===== config.mk =====
export PLATFORM = sky130hd
export DESIGN_NAME = dvi_timing_ctrl_flat
export DESIGN_NICKNAME = d
export VERILOG_FILES = /design/src/rtl/dvi_timing_ctrl_pkg.sv /design/src/rtl/dvi_timing_ctrl_if.sv /design/src/rtl/dvi_timing_ctrl_axis_counter.sv /design/src/rtl/dvi_timing_ctrl.sv /design/src/flat_wrapper.sv
export SDC_FILE = /design/constraint.sdc
export NUM_CORES = 1
export LEC_CHECK = 0
export CAP_MARGIN = 10
export CELL_PAD_IN_SITES_DETAIL_PLACEMENT = 1
export CELL_PAD_IN_SITES_GLOBAL_PLACEMENT = 2
export CORE_MARGIN = 2
export CORE_UTILIZATION = 34
export CTS_CLUSTER_SIZE = 10
export DETAILED_ROUTE_END_ITERATION = 7
export GPL_TIMING_DRIVEN = 1
export PLACE_DENSITY = 0.94
export SETUP_SLACK_MARGIN = 0.4
export SYNTH_ARGS = -nofsm -noshare
export SYNTH_HDL_FRONTEND = slang
export SYNTH_SLANG_ARGS = --single-unit

===== constraint.sdc =====
create_clock -name clk_pixel -period 3.74 [get_ports clk_pixel]
set_clock_uncertainty 0.15 [all_clocks]
set_input_delay 0.748 -clock clk_pixel [delete_from_list [all_inputs] [get_ports clk_pixel]]
set_output_delay 0.748 -clock clk_pixel [all_outputs]
set_load 0.005 [all_outputs]

===== src/rtl/dvi_timing_ctrl_pkg.sv =====
`default_nettype none
// ============================================================================
// Module  : dvi_timing_ctrl_pkg
// Brief   : Shared 640x480@60 timing defaults, run-FSM encodings and helpers.
// Revision: 1.0 - initial release
// ============================================================================
package dvi_timing_ctrl_pkg;

   localparam int DEF_H_ACTIVE = 640;
   localparam int DEF_H_FP     = 16;
   localparam int DEF_H_SYNC   = 96;
   localparam int DEF_H_BP     = 48;
   localparam int DEF_V_ACTIVE = 480;
   localparam int DEF_V_FP     = 10;
   localparam int DEF_V_SYNC   = 2;
   localparam int DEF_V_BP     = 33;
   localparam int DEF_H_TOTAL  = DEF_H_ACTIVE + DEF_H_FP + DEF_H_SYNC + DEF_H_BP;
   localparam int DEF_V_TOTAL  = DEF_V_ACTIVE + DEF_V_FP + DEF_V_SYNC + DEF_V_BP;
   localparam int DEF_XW       = 11;
   localparam int DEF_YW       = 10;

   typedef logic [1:0] run_state_t;

   localparam logic [1:0] ST_IDLE  = 2'd0;
   localparam logic [1:0] ST_RUN   = 2'd1;
   localparam logic [1:0] ST_DRAIN = 2'd2;

   // Electrical level of a sync line given its logical state and polarity.
   function automatic logic sync_level(input logic is_active, input logic pol);
      return is_active ? pol : ~pol;
   endfunction

endpackage
`default_nettype wire


===== src/rtl/dvi_timing_ctrl_if.sv =====
`default_nettype none
// ============================================================================
// Module  : dvi_timing_ctrl_if
// Brief   : Raster control/timing bundle between the timing controller and sinks.
// Revision: 1.0 - initial release
// ============================================================================
interface dvi_timing_ctrl_if
   import dvi_timing_ctrl_pkg::*;
#(
   parameter int XW = DEF_XW,
   parameter int YW = DEF_YW
) ();

   logic          enable;
   logic          busy;
   logic          pixel_req;
   logic [XW-1:0] req_x;
   logic [YW-1:0] req_y;
   logic          de;
   logic          hsync;
   logic          vsync;
   logic [XW-1:0] x;
   logic [YW-1:0] y;
   logic          frame_start;
   logic          line_start;

   modport master (
      input  enable,
      output busy, pixel_req, req_x, req_y, de, hsync, vsync, x, y,
             frame_start, line_start
   );

   modport slave (
      output enable,
      input  busy, pixel_req, req_x, req_y, de, hsync, vsync, x, y,
             frame_start, line_start
   );

endinterface
`default_nettype wire


===== src/rtl/dvi_timing_ctrl_axis_counter.sv =====
`default_nettype none
// ============================================================================
// Module  : timing_axis_counter
// Brief   : One raster axis: slot counter ACTIVE->FP->SYNC->BP with decodes.
// Revision: 1.0 - initial release
// ============================================================================
module timing_axis_counter
   import dvi_timing_ctrl_pkg::*;
#(
   parameter int ACTIVE = DEF_H_ACTIVE,
   parameter int FP     = DEF_H_FP,
   parameter int SYNC   = DEF_H_SYNC,
   parameter int BP     = DEF_H_BP,
   parameter bit POL    = 1'b0,
   parameter int W      = DEF_XW
) (
   input  logic         clk,
   input  logic         rst,
   input  logic         step,
   input  logic         clr,
   output logic [W-1:0] count,
   output logic         active,
   output logic         sync,
   output logic         last
);

   localparam int         TOTAL      = ACTIVE + FP + SYNC + BP;
   localparam logic [W-1:0] ACT_END    = W'(ACTIVE);
   localparam logic [W-1:0] SYNC_START = W'(ACTIVE + FP);
   localparam logic [W-1:0] SYNC_END   = W'(ACTIVE + FP + SYNC);
   localparam logic [W-1:0] LAST_CNT   = W'(TOTAL - 1);

   always_ff @(posedge clk or posedge rst) begin
      if (rst) begin
         count <= '0;
      end else if (clr) begin
         count <= '0;
      end else if (step) begin
         count <= last ? '0 : count + 1'b1;
      end
   end

   assign active = (count < ACT_END);
   assign last   = (count == LAST_CNT);
   assign sync   = sync_level((count >= SYNC_START) && (count < SYNC_END), POL);

endmodule
`default_nettype wire


===== src/rtl/dvi_timing_ctrl.sv =====
`default_nettype none
// ============================================================================
// Module  : dvi_timing_ctrl
// Brief   : DVI raster timing with one-cycle-early pixel request and
//           frame-aligned start/stop.
// Revision: 1.0 - initial release
// ============================================================================
module dvi_timing_ctrl
   import dvi_timing_ctrl_pkg::*;
#(
   parameter int H_ACTIVE = DEF_H_ACTIVE,
   parameter int H_FP     = DEF_H_FP,
   parameter int H_SYNC   = DEF_H_SYNC,
   parameter int H_BP     = DEF_H_BP,
   parameter int V_ACTIVE = DEF_V_ACTIVE,
   parameter int V_FP     = DEF_V_FP,
   parameter int V_SYNC   = DEF_V_SYNC,
   parameter int V_BP     = DEF_V_BP,
   parameter bit HS_POL   = 1'b0,
   parameter bit VS_POL   = 1'b0,
   parameter int XW       = DEF_XW,
   parameter int YW       = DEF_YW
) (
   input  logic               clk_pixel,
   input  logic               rst,
   dvi_timing_ctrl_if.master  vid
);

   run_state_t    state;
   logic          la_valid;
   logic [XW-1:0] h_count;
   logic [YW-1:0] v_count;
   logic          h_active, h_sync, h_last;
   logic          v_active, v_sync, v_last;
   logic          h_step, v_step, cnt_clr, la_last;

   logic          de_q, hs_q, vs_q, fs_q, ls_q;
   logic [XW-1:0] x_q;
   logic [YW-1:0] y_q;

   // The axis counters address the look-ahead slot, one cycle ahead of the outputs.
   assign h_step  = la_valid;
   assign v_step  = la_valid & h_last;
   assign cnt_clr = (state == ST_IDLE);
   assign la_last = h_last & v_last;

   timing_axis_counter #(
      .ACTIVE(H_ACTIVE), .FP(H_FP), .SYNC(H_SYNC), .BP(H_BP), .POL(HS_POL), .W(XW)
   ) u_h_axis (
      .clk(clk_pixel), .rst(rst), .step(h_step), .clr(cnt_clr),
      .count(h_count), .active(h_active), .sync(h_sync), .last(h_last)
   );

   timing_axis_counter #(
      .ACTIVE(V_ACTIVE), .FP(V_FP), .SYNC(V_SYNC), .BP(V_BP), .POL(VS_POL), .W(YW)
   ) u_v_axis (
      .clk(clk_pixel), .rst(rst), .step(v_step), .clr(cnt_clr),
      .count(v_count), .active(v_active), .sync(v_sync), .last(v_last)
   );

   // Stop only when the look-ahead is on the final slot, so frames are never cut.
   always_ff @(posedge clk_pixel or posedge rst) begin
      if (rst) begin
         state    <= ST_IDLE;
         la_valid <= 1'b0;
      end else begin
         case (state)
            ST_IDLE: begin
               if (vid.enable) begin
                  state    <= ST_RUN;
                  la_valid <= 1'b1;
               end
            end
            ST_RUN, ST_DRAIN: begin
               if (!la_valid) begin
                  state <= ST_IDLE;
               end else if (la_last && !vid.enable) begin
                  state    <= ST_DRAIN;
                  la_valid <= 1'b0;
               end else begin
                  state <= vid.enable ? ST_RUN : ST_DRAIN;
               end
            end
            default: begin
               state    <= ST_IDLE;
               la_valid <= 1'b0;
            end
         endcase
      end
   end

   always_ff @(posedge clk_pixel or posedge rst) begin
      if (rst) begin
         x_q  <= '0;
         y_q  <= '0;
         de_q <= 1'b0;
         hs_q <= ~HS_POL;
         vs_q <= ~VS_POL;
         fs_q <= 1'b0;
         ls_q <= 1'b0;
      end else if (la_valid) begin
         x_q  <= h_count;
         y_q  <= v_count;
         de_q <= h_active & v_active;
         hs_q <= h_sync;
         vs_q <= v_sync;
         fs_q <= (h_count == '0) && (v_count == '0);
         ls_q <= (h_count == '0);
      end else begin
         x_q  <= '0;
         y_q  <= '0;
         de_q <= 1'b0;
         hs_q <= ~HS_POL;
         vs_q <= ~VS_POL;
         fs_q <= 1'b0;
         ls_q <= 1'b0;
      end
   end

   assign vid.busy        = (state != ST_IDLE);
   assign vid.pixel_req   = la_valid & h_active & v_active;
   assign vid.req_x       = h_count;
   assign vid.req_y       = v_count;
   assign vid.de          = de_q;
   assign vid.hsync       = hs_q;
   assign vid.vsync       = vs_q;
   assign vid.x           = x_q;
   assign vid.y           = y_q;
   assign vid.frame_start = fs_q;
   assign vid.line_start  = ls_q;

endmodule
`default_nettype wire


===== src/flat_wrapper.sv =====
// flat-port wrapper written by rule: the top's interface ports become plain ports
module dvi_timing_ctrl_flat import dvi_timing_ctrl_pkg::*;
#(
   parameter int H_ACTIVE = DEF_H_ACTIVE,
   parameter int H_FP     = DEF_H_FP,
   parameter int H_SYNC   = DEF_H_SYNC,
   parameter int H_BP     = DEF_H_BP,
   parameter int V_ACTIVE = DEF_V_ACTIVE,
   parameter int V_FP     = DEF_V_FP,
   parameter int V_SYNC   = DEF_V_SYNC,
   parameter int V_BP     = DEF_V_BP,
   parameter bit HS_POL   = 1'b0,
   parameter bit VS_POL   = 1'b0,
   parameter int XW       = DEF_XW,
   parameter int YW       = DEF_YW
)
  (clk_pixel, rst, vid_enable, vid_busy, vid_pixel_req, vid_req_x, vid_req_y, vid_de, vid_hsync, vid_vsync, vid_x, vid_y, vid_frame_start, vid_line_start);
  dvi_timing_ctrl_if #(.XW(XW), .YW(YW)) vid_i ();
  input  logic clk_pixel;
  input  logic rst;
  input wire logic [$bits(vid_i.enable)-1:0] vid_enable;
  output wire logic [$bits(vid_i.busy)-1:0] vid_busy;
  output wire logic [$bits(vid_i.pixel_req)-1:0] vid_pixel_req;
  output wire logic [$bits(vid_i.req_x)-1:0] vid_req_x;
  output wire logic [$bits(vid_i.req_y)-1:0] vid_req_y;
  output wire logic [$bits(vid_i.de)-1:0] vid_de;
  output wire logic [$bits(vid_i.hsync)-1:0] vid_hsync;
  output wire logic [$bits(vid_i.vsync)-1:0] vid_vsync;
  output wire logic [$bits(vid_i.x)-1:0] vid_x;
  output wire logic [$bits(vid_i.y)-1:0] vid_y;
  output wire logic [$bits(vid_i.frame_start)-1:0] vid_frame_start;
  output wire logic [$bits(vid_i.line_start)-1:0] vid_line_start;
  assign vid_i.enable = vid_enable;
  assign vid_busy = vid_i.busy;
  assign vid_pixel_req = vid_i.pixel_req;
  assign vid_req_x = vid_i.req_x;
  assign vid_req_y = vid_i.req_y;
  assign vid_de = vid_i.de;
  assign vid_hsync = vid_i.hsync;
  assign vid_vsync = vid_i.vsync;
  assign vid_x = vid_i.x;
  assign vid_y = vid_i.y;
  assign vid_frame_start = vid_i.frame_start;
  assign vid_line_start = vid_i.line_start;
  dvi_timing_ctrl #(.H_ACTIVE(H_ACTIVE), .H_FP(H_FP), .H_SYNC(H_SYNC), .H_BP(H_BP), .V_ACTIVE(V_ACTIVE), .V_FP(V_FP), .V_SYNC(V_SYNC), .V_BP(V_BP), .HS_POL(HS_POL), .VS_POL(VS_POL), .XW(XW), .YW(YW)) u_core (.clk_pixel(clk_pixel), .rst(rst), .vid(vid_i));
endmodule

### Word-level counts from Yosys, hierarchy flattened

Cells that the tools add are included.

* equality and inequality tests: 5
* bitwise logic cells: 5
* add/subtract/negate cells: 2
* multiplexer cells: 24
* reductions and logical operators: 12
* $lt $le $gt $ge: 6

Operators by type and width (number)
* $mux W11: 4
* $mux W10: 4
* $lt A11 B10 Y1 const B: 2
* $lt A10 B9 Y1 const B: 2
* $add A11 B1 Y11 const B: 1
* $eq A11 B10 Y1 const B: 1
* $ge A11 B10 Y1 const B: 1
* $logic_not A11 Y1: 1
* $add A10 B1 Y10 const B: 1
* $eq A10 B10 Y1 const B: 1
* $ge A10 B9 Y1 const B: 1
* $logic_not A10 Y1: 1
* $mux W1: 10
* $mux W2: 4
* $reduce_bool A2 Y1: 3
* $and A1 B1 Y1: 5
* $logic_and A1 B1 Y1: 4
* $pmux W2 S2: 1
* $eq A2 B1 Y1 const B: 1
* $eq A2 B2 Y1 const B: 1
* $logic_not A2 Y1: 1
* $ne A2 B2 Y1 const B: 1
* $pmux W1 S2: 1
* $reduce_or A2 Y1: 1
* $logic_not A1 Y1: 1

* register bits: 50
* bits of input ports: 3
* word-level logic and storage cells: 65
* output and inout port bits: 49

### Logic depth before layout (Yosys ltp)

Gate-level depths: netlist of the first run.

* depth in word-level cells: 6
* gate-level depth with buffers: 7
* mapped depth without buffers: 6

### Hierarchy

From an unflattened synthesis of the first run, not the netlist that was laid out.

* cell total of the unflattened synthesis: 227
* area total of the unflattened synthesis: 2358.5 sq um

By module, submodules not included
* dvi_timing_ctrl: cells an instance 85, area each 1077.3 sq um, seq. area each 728.2 sq um, times used 1
* timing_axis_counter at u_core.u_h_axis: cells an instance 73, area each 678.2 sq um, seq. area each 275.3 sq um, times used 1
* timing_axis_counter at u_core.u_v_axis: cells an instance 69, area each 603.1 sq um, seq. area each 250.2 sq um, times used 1

### Worst setup path after synthesis of the first run

OpenSTA, ideal clock, no wires.

* path type: register -> output
* start point: register u_core.u_h_axis.count[8]
* end point: output port vid_pixel_req
* data required time: 2.842 ns
* data arrival time: 0.990 ns
* path slack: 1.852 ns
* stages on the path, launching flop included: 4
* path buffers: 1
* path through: dfrtp_1 buf_2 o21ai_0 nor4b_1

* longest elaborated chain between the ends: 3

Ends and longest elaborated chain
* start, declared: line dvi_timing_ctrl_axis_counter.sv:21 `output logic [W-1:0] count,`
* start signal, assigned: line dvi_timing_ctrl_axis_counter.sv:39 `count <= last ? '0 : count + 1'b1;`
* $lt A11 B10 Y1: line dvi_timing_ctrl_axis_counter.sv:43 `assign active = (count < ACT_END);`
* $and A1 B1 Y1 (2 in a row): line dvi_timing_ctrl.sv:121 `assign vid.pixel_req = la_valid & h_active & v_active;`
* end, declared: line flat_wrapper.sv:23 `output wire logic [$bits(vid_i.pixel_req)-1:0] vid_pixel_req;`

Every way passes these cells.

### Worst setup path in the final report of the first run

* start point: register u_core.state[0]
* end point: output port vid_busy

* longest elaborated chain between the ends: 1

Ends and longest elaborated chain
* start, declared: line dvi_timing_ctrl.sv:29 `run_state_t state;`
* start signal, assigned: line dvi_timing_ctrl.sv:81 `state <= vid.enable ? ST_RUN : ST_DRAIN;`
* $reduce_bool A2 Y1: line dvi_timing_ctrl.sv:120 `assign vid.busy = (state != ST_IDLE);`
* end, declared: line flat_wrapper.sv:22 `output wire logic [$bits(vid_i.busy)-1:0] vid_busy;`

Every way passes these cells.

==> run summary, run 1 <==
GRT Overall Usage: 16.83%
DRC violations left: 0
Slowest-stage cell, CP: ha_1
crit path cell chain: inv_1 > ha_1 > inv_1 > clkdlybuf4s50_1
sequential share of power: 40.4%
vias in the first global route: 1894
Post-CTS Setup Bufs: 0
WS Path Type: flip-flop to output pin
outcome: complete, no violations
die height: 87.42 microns
Yosys reg bits: 50
initial antenna violation count: 0
Iter 0 DRT Violations: 142
Avg Cell Area, Syn: 10.71 sq um
CTS sink count: 50
row count: 30
share of cells above drive strength 1: 6.742%
TritonRoute pass-1 iters: 4
Gate power share: 36.4%
cts hold-fix bufs: 0
maximum buffer depth of the clock tree: 2
GRT overflow: 0
crit-path max FO: 13
Syn Inst Count: 221
relative slew slack: 30.05%
Via Count: 1853
CP dominant cell by count: inv_1
arrival time worst endpoint: 2.00 ns
PnR worst setup slack: 0.8446 ns
Syn Nets: 230
number of instances resized during post-cts repair: 0
Internal: 0.001070 W
Unique masters post-synth: 42
pre-CTS WS: 1.205 ns
DRT Wirelength: 6022 microns
Startpoint Class: flip-flop
Final nets: 275
P per Cell Area: 553.7 mW/mm^2
WL/cell: 17.35 microns
Starting Density: 35.02%
ys flop type: dfrtp_1
critical path's largest stage delay: 0.54 ns
post-synthesis sequential area ratio: 52.99%
Worst-Margin Slew: 1.048 ns
max-slew violations: 0
# port buffers: 51
fillers: 757
diodes inserted: 0
largest vdd supply drop: 0.2187 mV
CORE AREA: 0.006756 sq mm
Crit. End Element: output pin
power share of the clock group: 23.2%
setup TNS: 0 ns
min-delay worst type: flip-flop to flip-flop
Syn-to-layout area delta: 27.18%
Max Cap Violations: 0
vias per cell: 5.340
final setup fails: 0
number of synthesized flops with an enable pin: 0
global-route wire length before repair: 10070 microns
clock latency on the worst-skew pair: 0.30 ns
fin crit period: 2.895 ns
TritonCTS Buffers: 5
Final Wtd Congestion: 0.8621
RSZ-0062 raised after global routing: no
die area: 0.007642 sq mm
IO Pins: 52
Sw Share: 35.79%
CTS clock-pin slew for the worst setup and hold paths: 0.09 ns
TritonCTS clock tree: yes
Post-synth ARST share: 100.0%
synth warn: 0
P_leak: 1.303 nW
Post-DRT Antenna Nets: 0
chip width: 87.42 microns
CP Data Required Time: 2.84 ns
Final Hold Violating Endpoints: 0
pin count of the biggest net entering global routing: 51
cell area after synthesis: 0.002366 sq mm
fin crit share: 77.42%
sw power: 0.0005963 W
Post-DP HPWL: 4171 microns
Max Fclk: 345.4 MHz
CTS root buffer: clkbuf_8
# H-tree levels: 2
[per-stage QoR]
stage / utilization [%] / hold slack (ns) / cell area (sq um) / power [W] / cells
floorplan: - / 0.3562 / 2366 / 0.001045 / 221
global placement: 42.91 / 0.3759 / 2899 / 0.001268 / 339
detailed placement: 42.91 / 0.3894 / 2899 / 0.001296 / 339
CTS: 44.54 / 0.4099 / 3009 / 0.001683 / 347
global route: 44.54 / 0.4344 / 3009 / 0.001783 / 347
finish: 44.54 / 0.4023 / 3009 / 0.001666 / 347
[Yosys cell counts (4+ instances only)]
cell	instances	area (sq um)
xor2_1	6	52.55
nand3_1	7	35.03
ha_1	6	75.07
nor2b_1	5	31.28
buf_2	8	40.04
nor2_1	17	63.81
nor3_1	9	45.04
nor4_1	5	31.28
dfrtp_1	48	1201
a22o_1	7	61.31
o21ai_0	8	40.04
nand2_1	11	41.29
nand4_1	6	37.54
and3_1	4	25.02
and2_1	22	137.6
a21oi_1	4	20.02
inv_1	9	33.78
[critical path, delay by kind of cell, from the launching register on]
family | cells | cell delay (ns)
buffers and inverters | 3 | 0.75
adders and majority gates | 1 | 0.54
DFF | 1 | 0.40
[sequential cells by signal, summed over array words and instances (netlist names)]
signal / flops
u_core.vid.vsync: 1
u_core.u_v_axis.count: 10
u_core.vid.hsync: 1
u_core.vid.line_start: 1
u_core.vid.de: 1
u_core.vid.x: 11
u_core.u_h_axis.count: 11
u_core.h_step: 1
u_core.vid.frame_start: 1
u_core.vid.y: 10
u_core.state: 2
[power by group through the flow]
stage / registers, W / clock network, W / logic [W]
2_1_floorplan: 0.000668 / 0 / 0.000378
3_3_place_gp: 0.000678 / 0 / 0.000590
3_5_place_dp: 0.000686 / 0 / 0.000611
4_1_cts: 0.000676 / 0.000393 / 0.000614
5_1_grt: 0.000686 / 0.000421 / 0.000677
6_report: 0.000674 / 0.000386 / 0.000606
[cell usage in the layout (no fill, tap or decap), types with 7 or more instances in the layout]
| cell | netlist | routed |
|---|---|---|
| clkdlybuf4s50_1 | 0 | 51 |
| nor2_1 | 17 | 17 |
| a22o_1 | 7 | 7 |
| nor3_1 | 9 | 9 |
| and2_1 | 22 | 22 |
| dfrtp_1 | 48 | 48 |
| inv_1 | 9 | 8 |
| nand3_1 | 7 | 7 |
| nand2_1 | 11 | 11 |
| o21ai_0 | 8 | 8 |
[metal layers]
layer	GRT usage [%]	share of wire, %
met4	4.056	0.90
met3	2.654	3.0
met5	0	0
met2	27.13	49
met1	23.69	47
[cell type report]
cell class	instances	area (sq um)	share of cell area [%]
inverter	9	33.78	1.123
clock buffer	6	72.57	2.412
sequential	50	1254	41.66
tap	80	100.1	3.326
timing repair buffer	52	518.0	17.21
clock inverter	2	37.54	1.247
multi-input combinational	148	993.5	33.01
[cells by family (layout without fill, tap and decap cells)]
kind of cell | count (synthesis) | after routing | synth area share (%)
xor gates and xnor gates | 8 | 8 | 2.962
muxes | 1 | 1 | 0.4759
AOI/OAI and AO/OA | 33 | 33 | 11.37
adders and majority gates | 6 | 6 | 3.173
buffers and inverters | 23 | 69 | 5.024
and+or+nand+nor | 100 | 100 | 24.01
DFF | 50 | 50 | 52.99
[worst paths after layout]
| kind | startpoint | endpoint | slack, ns | cells past startpoint |
|---|---|---|---|---|
| min in group asynchronous | rst | u_core.u_v_axis.count[4] | 0.86 | 2 |
| hold / removal | u_core.state[1] | u_core.state[1] | 0.40 | 2 |
| setup / recovery | u_core.state[0] | vid_busy | 0.84 | 4 |
| setup reg to reg | u_core.u_v_axis.count[1] | u_core.u_v_axis.count[4] | 1.59 | 6 |
| max in group asynchronous | rst | u_core.u_h_axis.count[8] | 1.93 | 2 |
| hold reg to reg | u_core.state[1] | u_core.state[1] | 0.40 | 2 |
(Power assumes the default switching activity.)
==> run 2, diff against run 1 <==
--- a/config.mk
+++ b/config.mk
@@ -9,11 +9,11 @@
 export CELL_PAD_IN_SITES_DETAIL_PLACEMENT = 1
 export CELL_PAD_IN_SITES_GLOBAL_PLACEMENT = 2
 export CORE_MARGIN = 2
-export CORE_UTILIZATION = 34
+export CORE_UTILIZATION = 32
 export CTS_CLUSTER_SIZE = 10
 export DETAILED_ROUTE_END_ITERATION = 7
 export GPL_TIMING_DRIVEN = 1
-export PLACE_DENSITY = 0.94
+export PLACE_DENSITY = 0.9
 export SETUP_SLACK_MARGIN = 0.4
 export SYNTH_ARGS = -nofsm -noshare
 export SYNTH_HDL_FRONTEND = slang
==> constraint.sdc (replaced) <==
create_clock -name clk_pixel -period 3 [get_ports clk_pixel]
set_clock_uncertainty 0.15 [all_clocks]
set_input_delay 0.6 -clock clk_pixel [delete_from_list [all_inputs] [get_ports clk_pixel]]
set_output_delay 0.6 -clock clk_pixel [all_outputs]
set_load 0.005 [all_outputs]
==> run summary, run 2 (synthesis gave the netlist of run 1 again) <==
power share of the clock group: 19.5% (-3.7 points)
CTS root buffer: clkbuf_8
global-route wire length before repair: 10260 microns (+1.9%)
TritonCTS clock tree: yes
Final nets: 279 (+1.5%)
Internal: 0.001255 W (+17%)
WS Path Type: flip-flop to output pin
GRT overflow: 0 (unchanged)
TritonRoute pass-1 iters: 4 (unchanged)
WL/cell: 16.40 microns (-5.5%)
Sw Share: 36.65% (+0.86 points)
Syn-to-layout area delta: 29.30%
Hold EP: u_core.state[1]
P per Cell Area: 647.5 mW/mm^2 (+17%)
hold path cells: 2 (unchanged)
IO Pins: 52 (unchanged)
DRC violations left: 0 (unchanged)
DRT Wirelength: 6052 microns (+0.50%)
worst r2r dst: u_core.u_v_axis.count[9]
clock latency on the worst-skew pair: 0.30 ns (about the same)
largest vdd supply drop: 0.2903 mV (+33%)
GRT Overall Usage: 15.70% (-1.1 points)
most frequent cells in the layout: clkdlybuf4s50_1, dfrtp_1, and2_1
pre-CTS WS: 0.6358 ns (-0.5691 ns)
diodes inserted: 0 (unchanged)
vias in the first global route: 1945 (+2.7%)
R2R depth: 6 (unchanged)
crit-path max FO: 3 (-10)
# H-tree levels: 2 (unchanged)
die area: 0.008097 sq mm (+6.0%)
maximum buffer depth of the clock tree: 2 (unchanged)
hold_sp: u_core.state[1]
r2r setup slk: 0.84 ns (-0.75 ns)
setup TNS: 0 ns (unchanged)
Crit. End Element: output pin
Worst-Margin Slew: 0.6362 ns (-0.4116 ns)
# port buffers: 51 (unchanged)
most common cell after layout, fill and taps aside: clkdlybuf4s50_1
CTS clock-pin slew for the worst setup and hold paths: 0.09 ns (about the same)
CORE AREA: 0.007214 sq mm (+6.8%)
TritonCTS Buffers: 5 (unchanged)
sequential share of power: 42.4% (+2.0 points)
Iter 0 DRT Violations: 107 (-25%)
Via Count: 1855 (+0.11%)
Max Cap Violations: 0 (unchanged)
cts hold-fix bufs: 0 (unchanged)
sw power: 0.0007259 W (+22%)
chip width: 89.99 microns (+2.9%)
Startpoint Class: flip-flop
Starting Density: 32.80% (-2.2 points)
Final Hold Violating Endpoints: 0 (unchanged)
min-delay worst type: flip-flop to flip-flop
relative slew slack: 57.59% (+28 points)
Gate power share: 38.0% (+1.6 points)
initial antenna violation count: 0 (unchanged)
RSZ-0062 raised after global routing: no
P_leak: 1.325 nW (+1.7%)
crit path from: u_core.state[0]
CTS sink count: 50 (unchanged)
outcome: complete, no violations
Design Power: 0.001981 W (+19%)
fin crit period: 2.292 ns
vias per cell: 5.027 (-5.9%)
arrival time worst endpoint: 1.54 ns (-0.46 ns)
die height: 89.99 microns (+2.9%)
pin count of the biggest net entering global routing: 51 (unchanged)
Final Wtd Congestion: 0.8102 (-6.0%)
Post-DRT Antenna Nets: 0 (unchanged)
PnR worst setup slack: 0.7080 ns (-0.1366 ns)
reg2reg start: u_core.u_v_axis.count[1]
row count: 31 (+3.3%)
Post-DP HPWL: 4168 microns (about the same)
CP Data Required Time: 2.25 ns (-0.59 ns)
fin crit share: 76.40%
Max Fclk: 436.3 MHz
max-slew violations: 0 (unchanged)
final setup fails: 0 (unchanged)
share of cells above drive strength 1: 10.00% (+3.3 points)
## run 2: critical path, cell delays in order (launching register included)
cell	delay, ns
dfrtp_1	0.36
inv_1	0.06
ha_1	0.20
inv_1	0.10
clkdlybuf4s50_1	0.51
## run 2: worst max-delay path by stage
stage                     to  slack [ns]  cells past startpoint
2_1_floorplan  u_core.h_step        1.05                      1
3_3_place_gp   vid_pixel_req        0.64                      3
3_5_place_dp   vid_pixel_req        0.64                      3
4_1_cts        vid_pixel_req        0.40                      3
6_report            vid_busy        0.71                      4
5_1_grt             vid_busy        0.60                      4
## run 2: metal layers
layer	share of wire [%]	vias up	GRT usage (%)
met1	44	946	20.81
met5	0	-	0
met4	1.3	0	4.615
met3	3.0	6	3.185
met2	51	38	26.14
li1	-	865	-
## run 2: layout make-up
class / instances / area [sq um]
Fill cell: 821 / 4155
Clock buffer: 5 / 68.82
Timing Repair Buffer: 56 / 550.5
Sequential cell: 50 / 1257
Clock inverter: 2 / 15.01
Tap cell: 99 / 123.9
Multi-Input combinational cell: 148 / 1010
Inverter: 9 / 33.78
## run 2: repair_timing
action	4_1_cts	5_1_grt
cloned	0	0
resized for setup	3	5
setup endpoints to repair	1	1
setup buffers	1	0
## run 2: stage by stage
| step | util, % | area [sq um] | hold slack, ns | instances |
|---|---|---|---|---|
| floorplan | - | 2366 | 0.3562 | 221 |
| CTS | 42.21 | 3045 | 0.4256 | 369 |
| global route | 42.40 | 3059 | 0.4484 | 369 |
| global placement | 40.83 | 2945 | 0.3870 | 361 |
| finish | 42.40 | 3059 | 0.4205 | 369 |
| detailed placement | 40.83 | 2945 | 0.4034 | 361 |
## run 2: power groups by stage
stage          clock [W]  combinational, W  sequential [W]
2_1_floorplan          0          0.000471        0.000832
6_report        0.000387          0.000753        0.000840
3_3_place_gp           0          0.000740        0.000848
3_5_place_dp           0          0.000758        0.000855
4_1_cts         0.000399          0.000765        0.000842
5_1_grt         0.000427          0.000849        0.000856
==> run 3, diff against run 2 <==
--- a/config.mk
+++ b/config.mk
@@ -9,11 +9,11 @@
 export CELL_PAD_IN_SITES_DETAIL_PLACEMENT = 1
 export CELL_PAD_IN_SITES_GLOBAL_PLACEMENT = 2
 export CORE_MARGIN = 2
-export CORE_UTILIZATION = 32
+export CORE_UTILIZATION = 29
 export CTS_CLUSTER_SIZE = 10
 export DETAILED_ROUTE_END_ITERATION = 7
 export GPL_TIMING_DRIVEN = 1
-export PLACE_DENSITY = 0.9
+export PLACE_DENSITY = 0.86
 export SETUP_SLACK_MARGIN = 0.4
 export SYNTH_ARGS = -nofsm -noshare
 export SYNTH_HDL_FRONTEND = slang
==> constraint.sdc (replaced) <==
create_clock -name clk_pixel -period 1.87 [get_ports clk_pixel]
set_clock_uncertainty 0.15 [all_clocks]
set_input_delay 0.374 -clock clk_pixel [delete_from_list [all_inputs] [get_ports clk_pixel]]
set_output_delay 0.374 -clock clk_pixel [all_outputs]
set_load 0.005 [all_outputs]
==> run summary, run 3 (synthesis gave the netlist of run 1 again) <==
final cell count without fillers: 469 (+27%)
TritonCTS Buffers: 5 (unchanged)
diodes inserted: 0 (unchanged)
CTS root buffer: clkbuf_8
Final Hold Violating Endpoints: 0 (unchanged)
Syn-to-layout area delta: 80.91%
share of cells above drive strength 1: 54.50% (+44 points)
setup TNS: -0.03408 ns (-0.03408 ns)
GRT overflow: 0 (unchanged)
CORE AREA: 0.007807 sq mm (+8.2%)
largest vdd supply drop: 0.5799 mV (+100%)
RSZ-0062 raised after global routing: yes
r2r setup slk: -0.01 ns (-0.85 ns)
fin crit period: 1.881 ns
placed cell count: 393 (+8.9%)
P per Cell Area: 1013 mW/mm^2 (+56%)
global-route wire length before repair: 13710 microns (+34%)
Worst-Margin Slew: 0.3928 ns (-0.2434 ns)
most common cell after layout, fill and taps aside: buf_6
WS Path Type: flip-flop to flip-flop
CP Buf/Inv Count: 3 (unchanged)
maximum buffer depth of the clock tree: 2 (unchanged)
Final nets: 375 (+34%)
fin crit share: 100.6%
most frequent cells in the layout: buf_6, buf_4, dfrtp_1
TritonRoute pass-1 iters: 4 (unchanged)
GRT Overall Usage: 20.31% (+4.6 points)
CTS clock-pin slew for the worst setup and hold paths: 0.10 ns (about the same)
chip width: 94.33 microns (+4.8%)
Post-DP HPWL: 4679 microns (+12%)
worst hold slack: 0.2406 ns (-0.1799 ns)
die height: 94.33 microns (+4.8%)
CTS sink count: 50 (unchanged)
outcome: finished, violations left
row count: 32 (+3.2%)
crit path cell chain: buf_6 > and4bb_4 > a41o_4 > buf_6 > buf_12 > nor2_4
Design Power: 0.004336 W (+120%)
arrival time worst endpoint: 1.93 ns (+0.39 ns)
Final Wtd Congestion: 0.7683 (-5.2%)
max-slew violations: 0 (unchanged)
critical path's largest stage delay: 0.43 ns (-0.08 ns)
IO Pins: 52 (unchanged)
failing checks: negative setup slack
DRC violations left: 0 (unchanged)
crit-path max FO: 8 (+5)
min-delay worst type: input port to asynchronous set/reset pin
Startpoint Class: flip-flop
Top Family by Delay on Critical Path: flip-flops
vias per cell: 5.030 (about the same)
Via Count: 2359 (+27%)
WL/cell: 20.89 microns (+27%)
initial antenna violation count: 0 (unchanged)
Iter 0 DRT Violations: 149 (+39%)
DRT Wirelength: 9799 microns (+62%)
relative slew slack: 73.73% (+16 points)
final setup fails: 7 (+7)
P_leak: 1.999 nW (+51%)
Post-DRT Antenna Nets: 0 (unchanged)
CP dominant cell by count: buf_6
vias in the first global route: 2456 (+26%)
pin count of the biggest net entering global routing: 21 (-59%)
TritonCTS clock tree: yes
CP Data Required Time: 1.92 ns (-0.33 ns)
# H-tree levels: 2 (unchanged)
die area: 0.008897 sq mm (+9.9%)
Crit. End Element: flip-flop
Starting Density: 30.30% (-2.5 points)
clock latency on the worst-skew pair: 0.31 ns (about the same)
Max Fclk: 531.6 MHz
Slowest-stage cell, CP: dfrtp_1
Max Cap Violations: 0 (unchanged)
PnR worst setup slack: -0.01129 ns (-0.7193 ns)
# port buffers: 51 (unchanged)
## run 3: cell count changes in the layout (fill, tap and decap cells not counted), sizes merged
cell	delta
dlymetal6s2s	-1
buf	+118
clkdlybuf4s15	+21
dlygate4sd2	+2
clkinv	+2
clkdlybuf4s50	-48
inv	-1
nor2	+1
clkbuf	+3
## run 3: metal layers
layer	track usage [%]	wire (microns)	up-vias
met3	3.772	544	22
li1	-	-	1065
met5	0	0	-
met4	6.522	193	0
met1	25.80	3920	1185
met2	34.94	5141	87
## run 3: cell type report
class                           count  area (sq um)
Clock buffer                        5         68.82
Sequential cell                    50          1255
Fill cell                         823          3527
Inverter                            9         42.54
Timing Repair Buffer              151          1468
Tap cell                          102         127.6
Clock inverter                      3         21.27
Multi-Input combinational cell    149          1297
## run 3: path summary, 6_finish.rpt
kind                                          startpoint                        to  cells past startpoint
worst max-delay path            u_core.u_h_axis.count[7]  u_core.u_h_axis.count[8]                      6
worst min-delay path                                 rst  u_core.u_h_axis.count[9]                      2
worst min register to register  u_core.u_h_axis.count[4]           u_core.vid.x[4]                      1
max in group asynchronous                            rst          u_core.vid.hsync                      3
min in group clk_pixel          u_core.u_h_axis.count[4]           u_core.vid.x[4]                      1
worst max register to register  u_core.u_h_axis.count[7]  u_core.u_h_axis.count[8]                      6
## run 3: what timing repair did
| action | CTS | global route |
|---|---|---|
| gates resized for setup | 204 | 82 |
| cloned | 1 | 0 |
| pin swaps | 30 | 24 |
| hold buffers | 0 | 0 |
| buffers inserted | 55 | 12 |
| setup endpoints to repair | 71 | 67 |
## run 3: power breakdown
| part | switching, W | internal, W | leakage (nW) |
|---|---|---|---|
| registers | 0.0000842 | 0.00122 | 0.675 |
| clock network | 0.000402 | 0.000264 | 0.0441 |
| logic | 0.00121 | 0.00116 | 1.28 |
## run 3: per-stage QoR
step	util (%)	instance area (sq um)	setup slack (ns)
6_report	54.82	4280	-0.01129
2_1_floorplan	-	2397	0.1003
3_5_place_dp	41.17	3214	-0.08414
4_1_cts	50.37	3933	0.04123
5_1_grt	54.82	4280	-0.07810
3_3_place_gp	41.17	3214	-0.02217
